<file path="config.mk">
export PLATFORM = sky130hd
export DESIGN_NAME = hazard_freeze_controller
export DESIGN_NICKNAME = d
export VERILOG_FILES = /design/src/rtl/hazard_freeze_controller_pkg.sv /design/src/rtl/hazard_detect.sv /design/src/rtl/hazard_freeze_controller.sv
export SDC_FILE = /design/constraint.sdc
export NUM_CORES = 1
export LEC_CHECK = 0
export ABC_CLOCK_PERIOD_IN_PS = 3330
export CAP_MARGIN = 20
export CORE_AREA = 2 2 116 84
export DETAILED_ROUTE_END_ITERATION = 6
export DIE_AREA = 0 0 118 86
export HOLD_SLACK_MARGIN = 0.06
export PLACE_DENSITY = 0.5
export SYNTH_ARGS = -nofsm -noshare
export SYNTH_HDL_FRONTEND = slang
export SYNTH_SLANG_ARGS = --single-unit
</file>
<file path="constraint.sdc">
create_clock -name clk -period 3.33 [get_ports clk]
set_input_delay 0.999 -clock clk [delete_from_list [all_inputs] [get_ports clk]]
set_output_delay 0.999 -clock clk [all_outputs]
set_load 0.05 [all_outputs]
</file>
<file path="src/rtl/hazard_freeze_controller_pkg.sv">
// hazard_freeze_controller_pkg: shared pipeline types and defaults for the freeze controller
package hazard_freeze_controller_pkg;

   localparam int MAX_WAIT_DEF = 64;
   localparam int CNT_W_DEF    = 16;
   localparam int REG_W        = 4;

   typedef enum logic {
      RUN      = 1'b0,
      MEM_WAIT = 1'b1
   } fsm_state_e;

endpackage

</file>
<file path="src/rtl/hazard_detect.sv">
// hazard_detect: flags an ID-stage read of a register whose value cannot yet be supplied
module hazard_detect
   import hazard_freeze_controller_pkg::*;
(
   input  logic [REG_W-1:0] src1_i,
   input  logic [REG_W-1:0] src2_i,
   input  logic             two_src_i,
   input  logic [REG_W-1:0] Dest_ER_i,
   input  logic [REG_W-1:0] Dest_MR_i,
   input  logic             WB_EN_ER_i,
   input  logic             WB_EN_MR_i,
   input  logic             MEM_R_EN_ER_i,
   input  logic             fwd_en_i,
   output logic             hazard_o
);

   logic m1, m2;

   // with forwarding only a load in EX stalls; without it any pending EX or MEM write does
   always_comb begin
      m1 = fwd_en_i ? (WB_EN_ER_i & MEM_R_EN_ER_i & (src1_i == Dest_ER_i))
                    : ((WB_EN_ER_i & (src1_i == Dest_ER_i)) | (WB_EN_MR_i & (src1_i == Dest_MR_i)));
      m2 = fwd_en_i ? (WB_EN_ER_i & MEM_R_EN_ER_i & (src2_i == Dest_ER_i))
                    : ((WB_EN_ER_i & (src2_i == Dest_ER_i)) | (WB_EN_MR_i & (src2_i == Dest_MR_i)));
      hazard_o = m1 | (two_src_i & m2);
   end

endmodule

</file>
<file path="src/rtl/hazard_freeze_controller.sv">
// hazard_freeze_controller: pipeline freeze/bubble/flush control with memory-wait tracking and perf counters
module hazard_freeze_controller
   import hazard_freeze_controller_pkg::*;
#(
   parameter int MAX_WAIT = MAX_WAIT_DEF,
   parameter int CNT_W    = CNT_W_DEF
)(
   input  logic             clk,
   input  logic             rst,
   input  logic [REG_W-1:0] src1_i,
   input  logic [REG_W-1:0] src2_i,
   input  logic             two_src_i,
   input  logic [REG_W-1:0] Dest_ER_i,
   input  logic [REG_W-1:0] Dest_MR_i,
   input  logic             WB_EN_ER_i,
   input  logic             WB_EN_MR_i,
   input  logic             MEM_R_EN_ER_i,
   input  logic             fwd_en_i,
   input  logic             branch_taken_i,
   input  logic             mem_req_i,
   input  logic             mem_ready_i,
   output logic             freeze_pc_o,
   output logic             freeze_ifid_o,
   output logic             freeze_idex_o,
   output logic             freeze_exmem_o,
   output logic             bubble_idex_o,
   output logic             flush_ifid_o,
   output logic             mem_timeout_o,
   output logic [CNT_W-1:0] stall_cycles_o,
   output logic [CNT_W-1:0] flush_count_o
);

   localparam int WW = $clog2(MAX_WAIT + 1);

   fsm_state_e       state_q, state_d;
   logic [WW-1:0]    wait_q, wait_d;
   logic             timeout_q, timeout_d;
   logic [CNT_W-1:0] stall_q, stall_d, flush_q, flush_d;
   logic             mem_freeze, hazard;

   hazard_detect u_hazard_detect (
      .src1_i        (src1_i),
      .src2_i        (src2_i),
      .two_src_i     (two_src_i),
      .Dest_ER_i     (Dest_ER_i),
      .Dest_MR_i     (Dest_MR_i),
      .WB_EN_ER_i    (WB_EN_ER_i),
      .WB_EN_MR_i    (WB_EN_MR_i),
      .MEM_R_EN_ER_i (MEM_R_EN_ER_i),
      .fwd_en_i      (fwd_en_i),
      .hazard_o      (hazard)
   );

   // a memory stall holds everything; a taken branch beats a hazard; a branch seen while
   // frozen stays on the input because EX is held, so it flushes on the first unfrozen cycle
   always_comb begin
      mem_freeze     = mem_req_i & ~mem_ready_i;
      freeze_pc_o    = mem_freeze | (hazard & ~branch_taken_i);
      freeze_ifid_o  = mem_freeze | (hazard & ~branch_taken_i);
      freeze_idex_o  = mem_freeze;
      freeze_exmem_o = mem_freeze;
      bubble_idex_o  = ~mem_freeze & (hazard | branch_taken_i);
      flush_ifid_o   = ~mem_freeze & branch_taken_i;
   end

   // memory-wait FSM, saturating wait counter, sticky timeout and saturating perf counters
   always_comb begin
      state_d   = (state_q == RUN) ? (mem_freeze ? MEM_WAIT : RUN) : (mem_ready_i ? RUN : MEM_WAIT);
      wait_d    = (state_q == RUN) ? '0 : ((wait_q == WW'(MAX_WAIT)) ? wait_q : wait_q + 1'b1);
      timeout_d = timeout_q | ((state_q == MEM_WAIT) && (wait_d == WW'(MAX_WAIT)));
      stall_d   = (freeze_pc_o && (stall_q != '1)) ? stall_q + 1'b1 : stall_q;
      flush_d   = (flush_ifid_o && (flush_q != '1)) ? flush_q + 1'b1 : flush_q;
   end

   // state registers with synchronous active-low reset
   always_ff @(posedge clk) begin
      if (!rst) begin
         state_q   <= RUN;
         wait_q    <= '0;
         timeout_q <= 1'b0;
         stall_q   <= '0;
         flush_q   <= '0;
      end else begin
         state_q   <= state_d;
         wait_q    <= wait_d;
         timeout_q <= timeout_d;
         stall_q   <= stall_d;
         flush_q   <= flush_d;
      end
   end

   assign mem_timeout_o  = timeout_q;
   assign stall_cycles_o = stall_q;
   assign flush_count_o  = flush_q;

endmodule

</file>
==> out/qor.csv, run 1 <==
stage;metric;value;unit
drt;initial DRC count;60;
hold_path;HP Start;mem_timeout_o$_SDFF_PN0_;
drt;DR vias;2133;
sta;Hold Vio Cnt, Final;0;
worst_setup_path;cells on worst reg2reg path;7;
hold_path;Hold Path Depth;2;
layout;layout cell share with drive strength beyond 1;16.3;%
yosys;Syn. warnings;0;
pwr;peak supply drop;0.000285;V
pwr;cell-internal power;0.922;mW
global_routing;GRT Residual Overflow;0;
sta;Max Clock Freq;306;MHz
layout;post-route insts no fill;467;
floorplanning;Cell Rows;29;
clock_network;clk buf depth;2;
sta;Fin Setup TNS;0;ns
worst_setup_path;worst-path maximum fanout;3;
pwr;sw power;0.290;mW
global_routing;vias in the first global route;1986;
worst_setup_path;worst reg2reg path endpoint;stall_cycles_o[1]$_SDFFE_PN0P_;
floorplanning;Starting Density;24.8;%
pwr;switch share;23.9;%
pwr;Power Total;1.21;mW
clock_network;clk slew on worst S/H paths;0.06;ns
sta;# setup viols final;0;
yosys;Most used DFF post-synth;dfxtp_1;
global_routing;initial antenna violation count;0;
hold_path;Worst Hold Endpoint;mem_timeout_o$_SDFF_PN0_;
floorplanning;core box area;0.00896;sq mm
clock_network;CTS Hold Bufs;0;
layout;most common cell after layout, fill and taps aside;dfxtp_1;
sta;Slew @ Worst Pin;0.637;ns
yosys;EDFF count, synth;0;
yosys;register bit count reported by yosys;41;
pwr;P per Cell Area;371;mW/mm^2
layout;most frequent cells in the layout;41 x dfxtp_1, 38 x clkdlybuf4s50_1, 33 x nor2_1;
global_routing;All-Layer GR Usage;11.8;%
layout;area grow syn2layout;47.0;%
place;Placed Cells;459;
worst_setup_path;Worst Path Required;2.33;ns
floorplanning;die width;118;um
global_routing;first-pass GRT wire length;9920;um
drt;DR vias/cell;4.57;
yosys;Seq/Total Area, Yosys;36.9;%
yosys;syn avg cell area;8.20;sq um
clock_network;CTS tree;yes;
worst_setup_path;reg-to-reg startpoint;stall_cycles_o[0]$_SDFFE_PN0P_;
worst_setup_path;Critical Path End Type;primary output;
worst_setup_path;critical path class;in2out;
job;maxcap violations;0;
sta;worst clock skew;0.00177;ns
sta;relative slew slack;57.4;%
place;GP Congestion;0.807;
layout;Final Cell Area;0.00327;sq mm
hold_path;worst hold path type;reg2reg;
clock_network;clock sinks;41;
floorplanning;DIE AREA;0.0101;sq mm
global_routing;largest net degree at the start of global routing;28;
clock_network;Clock Latency Late Sink;0.27;ns
status;outcome;completed;
sta;Final period util;98.0;%
worst_setup_path;startpoint types;primary input;
place;I/O Buffers;64;
place;DP Wirelength;4450;um
yosys;Async SR Flop Fraction;0;%
floorplanning;IO Pins;65;
yosys;Cell Area, Synth;0.00222;sq mm
yosys;Synth Instances;271;
layout;NumNets Final;373;
drt;drc violations;0;
yosys;Net Count, Synth;301;
clock_network;cts bufs inserted;5;
drt;DR pass1 iterations;4;
yosys;Yosys cell types;43;
pwr;leakage;1.12;nW
worst_setup_path;CP Data Arrival Time;2.27;ns
layout;Fillers;934;
clock_network;H-tree depth;2;
drt;Post-Route WL;5890;um
drt;ANT nets after route;0;
place;Area after DPL;0.00310;sq mm
layout;Antenna diodes;0;
drt;Wirelength per Cell;12.6;um
pwr;Comb pwr share;14.1;%
pwr;sequential share of power;41.5;%
sta;Final Max Slew Viols;0;
floorplanning;DIE HEIGHT;86;um
worst_setup_path;worst reg2reg setup slack;1.04;ns
sta;post-layout min period;3.26;ns
pwr;clock network fraction of design power;44.3;%
clock_network;root buffer cell;clkbuf_16;
sta;unrepaired setup endpoints after global routing;yes;
worst max path at each step:
stage                  from            end  slack [ns]
2_1_floorplan  Dest_ER_i[1]    freeze_pc_o       0.002
5_1_grt           src2_i[1]  bubble_idex_o       -0.06
4_1_cts           src2_i[1]  freeze_ifid_o       0.003
3_5_place_dp   Dest_ER_i[1]  freeze_ifid_o       -0.31
6_report          src2_i[1]  bubble_idex_o        0.07
3_3_place_gp   Dest_ER_i[2]  freeze_ifid_o       -0.29
power by group through the flow:
stage / registers (mW) / logic [mW] / clock network [mW]
after detailed placement: 0.515 / 0.173 / 0
after global routing: 0.505 / 0.184 / 0.585
final: 0.504 / 0.172 / 0.537
after floorplan: 0.528 / 0.0740 / 0
after CTS: 0.504 / 0.168 / 0.555
after global placement: 0.515 / 0.172 / 0
what timing repair did:
item	in CTS	in global routing
pin swaps	14	12
hold endpoints to repair	0	0
gates resized for setup	57	20
setup buffers	0	1
setup endpoints to repair	3	3
final cells by class:
cell class / instances / area (sq um) / area share, %
Timing Repair Buffer: 76 / 744 / 22.8
Tap cell: 124 / 155 / 4.75
Multi-Input combinational cell: 206 / 1340 / 40.9
Clock inverter: 2 / 35.0 / 1.07
Sequential cell: 41 / 821 / 25.1
Clock buffer: 5 / 125 / 3.83
Inverter: 13 / 48.8 / 1.49
critical path: stages:
cell,delay (ns)
buf_8,0.10
xor2_2,0.16
nor4_2,0.26
a31oi_1,0.08
a32oi_2,0.26
nor2_1,0.09
nor2_2,0.15
buf_12,0.15
flip-flops by register name, indices dropped and copies added (netlist names):
signal	count
flush_count_o	16
state_q	1
mem_timeout_o	1
stall_cycles_o	16
wait_q	7
cells by family (layout without fill, tap and decap cells):
family          after synthesis  in the layout  share of synthesized area, %
simple gates                119            119                          27.9
compound gates               46             46                          13.0
flops                        41             41                          36.9
xor+xnor                     35             35                          13.8
buf+inv                      24             96                          5.24
fa+ha+maj                     4              4                          2.25
mux                           2              2                         0.901
synthesized netlist by cell type (4+ instances only):
master	instances	share of area [%]
dfxtp_1	41	37
nor2_1	34	5.7
xor2_1	22	8.7
nand2_1	17	2.9
a21oi_1	16	3.6
nand3_1	15	3.4
inv_1	13	2.2
xnor2_1	13	5.1
or3_1	11	3.1
nor3_1	8	1.8
o21ai_0	8	1.8
clkbuf_1	7	1.2
nand4_1	7	2.0
o21ai_1	6	1.4
and3_1	5	1.4
or4_1	5	1.7
ha_1	4	2.3
o31ai_1	4	1.4
layer usage:
metal  global-route usage (%)  part of all wire (%)
met1                     17.9                    55
met2                     16.9                    39
met3                     2.79                   5.3
met4                     1.97                  0.58
met5                        0                     0
stage by stage:
| step | util (%) | worst slack [ns] | hold WS, ns |
|---|---|---|---|
| 6_report | 36.5 | 0.0657 | 0.482 |
| 2_1_floorplan | - | 0.00225 | 0.459 |
| 3_3_place_gp | 34.6 | -0.285 | 0.466 |
| 4_1_cts | 36.2 | 0.00295 | 0.487 |
| 3_5_place_dp | 34.6 | -0.312 | 0.468 |
| 5_1_grt | 36.5 | -0.0582 | 0.507 |
Note: power is estimated with default switching activity, not from simulation.
==> inputs of run 2 (changes only) <==
- MAX_ROUTING_LAYER: unset -> met4
==> run 2 against run 1 <==
Combinational power about the same. Sequential cell count unchanged. Worst hold slack unchanged. Core utilization unchanged. Highest routed layer unchanged.
==> out/qor.csv, run 2 (same netlist as run 1, synthesis figures left out) <==
stage;metric;value;unit
status;outcome;completed;
worst_setup_path;critical path class;in2out;
drt;ANT nets after route;0;
pwr;cell-internal power;0.922;mW
sta;worst clock skew;0.00177;ns
worst_setup_path;Largest delay share family, worst path;simple AND/OR/NAND/NOR gates;
layout;most frequent cells in the layout;41 x dfxtp_1, 38 x clkdlybuf4s50_1, 33 x nor2_1;
hold_path;worst hold path type;reg2reg;
worst_setup_path;worst path cell trace;buf_8 -> xor2_2 -> nor4_2 -> a31oi_1 -> a32oi_2 -> nor2_1 -> nor2_2 -> buf_12;
drt;DR vias/cell;4.57;
sta;Hold Vio Cnt, Final;0;
sta;# setup viols final;0;
worst_setup_path;Critical Path End Type;primary output;
layout;Final Cell Area;0.00327;sq mm
clock_network;clk buf depth;2;
layout;Post-Route Utilization;36.5;%
floorplanning;DIE AREA;0.0101;sq mm
sta;Slew @ Worst Pin;0.639;ns
drt;Wirelength per Cell;12.6;um
drt;DR pass1 iterations;4;
place;Area after DPL;0.00310;sq mm
layout;NumNets Final;373;
drt;DR vias;2133;
global_routing;GRT Residual Overflow;0;
worst_setup_path;worst-path maximum fanout;3;
worst_setup_path;CP max-delay cell;nor4_2;
global_routing;vias in the first global route;1990;
sta;Max Clock Freq;306;MHz
place;DP Wirelength;4450;um
sta;Final period util;98.0;%
pwr;sw power;0.290;mW
sta;Fin Setup TNS;0;ns
layout;layout cell share with drive strength beyond 1;16.3;%
place;dpl ws;-0.312;ns
floorplanning;Starting Density;24.8;%
pwr;Comb pwr share;14.1;%
floorplanning;Cell Rows;29;
worst_setup_path;CP Data Arrival Time;2.27;ns
clock_network;Clock Latency Late Sink;0.27;ns
pwr;Power Total;1.21;mW
place;I/O Buffers;64;
place;GP Congestion;0.819;
pwr;peak supply drop;0.000285;V
clock_network;cts bufs inserted;5;
floorplanning;core box area;0.00896;sq mm
floorplanning;DIE HEIGHT;86;um
layout;Antenna diodes;0;
global_routing;first-pass GRT wire length;9920;um
pwr;P per Cell Area;371;mW/mm^2
sta;Final Max Slew Viols;0;
layout;most common cell after layout, fill and taps aside;dfxtp_1;
drt;Post-Route WL;5900;um
clock_network;clk slew on worst S/H paths;0.06;ns
pwr;switch share;23.9;%
worst_setup_path;CP Buf/Inv Count;2;
sta;unrepaired setup endpoints after global routing;yes;
sta;Final WS setup;0.0657;ns
drt;initial DRC count;63;
pwr;sequential share of power;41.5;%
worst_setup_path;crit-path max cell delay;0.26;ns
pwr;clock network fraction of design power;44.3;%
worst_setup_path;Worst Path Required;2.33;ns
drt;drc violations;0;
clock_network;H-tree depth;2;
sta;relative slew slack;57.3;%
clock_network;root buffer cell;clkbuf_16;
global_routing;largest net degree at the start of global routing;28;
worst_setup_path;startpoint types;primary input;
global_routing;initial antenna violation count;0;
floorplanning;die width;118;um
job;maxcap violations;0;
clock_network;clock sinks;41;
pwr;leakage;1.12;nW
floorplanning;IO Pins;65;
layout;area grow syn2layout;47.0;%
global_routing;All-Layer GR Usage;12.1;%
clock_network;CTS Hold Bufs;0;
clock_network;CTS tree;yes;
sta;post-layout min period;3.26;ns
-- run 2: cell counts in the layout (fill, tap and decap cells not counted) --
Identical to the previous run, type by type.
-- run 2: power by group through the flow --
| stage | registers (mW) | clock network [mW] | logic, mW |
|---|---|---|---|
| 2_1_floorplan | 0.528 | 0 | 0.0740 |
| 3_3_place_gp | 0.515 | 0 | 0.172 |
| 3_5_place_dp | 0.515 | 0 | 0.173 |
| 4_1_cts | 0.504 | 0.555 | 0.168 |
| 5_1_grt | 0.505 | 0.582 | 0.184 |
| 6_report | 0.504 | 0.538 | 0.172 |
-- run 2: final cells by class --
class | count | area [sq um]
Inverter | 13 | 48.8
Timing Repair Buffer | 76 | 744
Clock buffer | 5 | 125
Sequential cell | 41 | 821
Clock inverter | 2 | 35.0
Tap cell | 124 | 155
Multi-Input combinational cell | 206 | 1340
Fill cell | 934 | 5700
-- run 2: metrics by stage --
stage | hold slack (ns) | cells
finish | 0.482 | 467
floorplan | 0.459 | 271
global route | 0.507 | 467
global placement | 0.466 | 459
CTS | 0.487 | 466
detailed placement | 0.468 | 459
-- run 2: per-layer routing --
layer | vias to the layer above | global-route usage [%] | routed length [um]
li1 | 1095 | - | -
met1 | 968 | 17.9 | 3260
met2 | 65 | 17.0 | 2300
met3 | 5 | 2.73 | 302
met4 | 0 | 1.97 | 34
met5 | - | - | 0
-- run 2: path summary, 6_finish.rpt --
| check | depth (start not counted) | slack, ns | to | start |
|---|---|---|---|---|
| worst max-delay path | 8 | 0.07 | bubble_idex_o | src2_i[1] |
| worst min-delay path | 2 | 0.48 | mem_timeout_o$_SDFF_PN0_ | mem_timeout_o$_SDFF_PN0_ |
| worst max register to register | 7 | 1.03 | stall_cycles_o[9]$_SDFFE_PN0P_ | stall_cycles_o[0]$_SDFFE_PN0P_ |
| worst min register to register | 2 | 0.48 | mem_timeout_o$_SDFF_PN0_ | mem_timeout_o$_SDFF_PN0_ |
-- run 2: repair_timing --
| item | in CTS | in global routing |
|---|---|---|
| pin swaps | 14 | 12 |
| buffers inserted | 0 | 1 |
| endpoints found under the setup margin | 3 | 3 |
| resized for setup | 57 | 20 |
-- run 2: worst reg2reg max path, cell delays in order (launching register included) --
cell      delay, ns
dfxtp_1        0.44
ha_1           0.24
nand4_1        0.30
nor3_2         0.27
nor2_1         0.10
a21oi_4        0.54
o311ai_0       0.23
o41ai_1        0.09
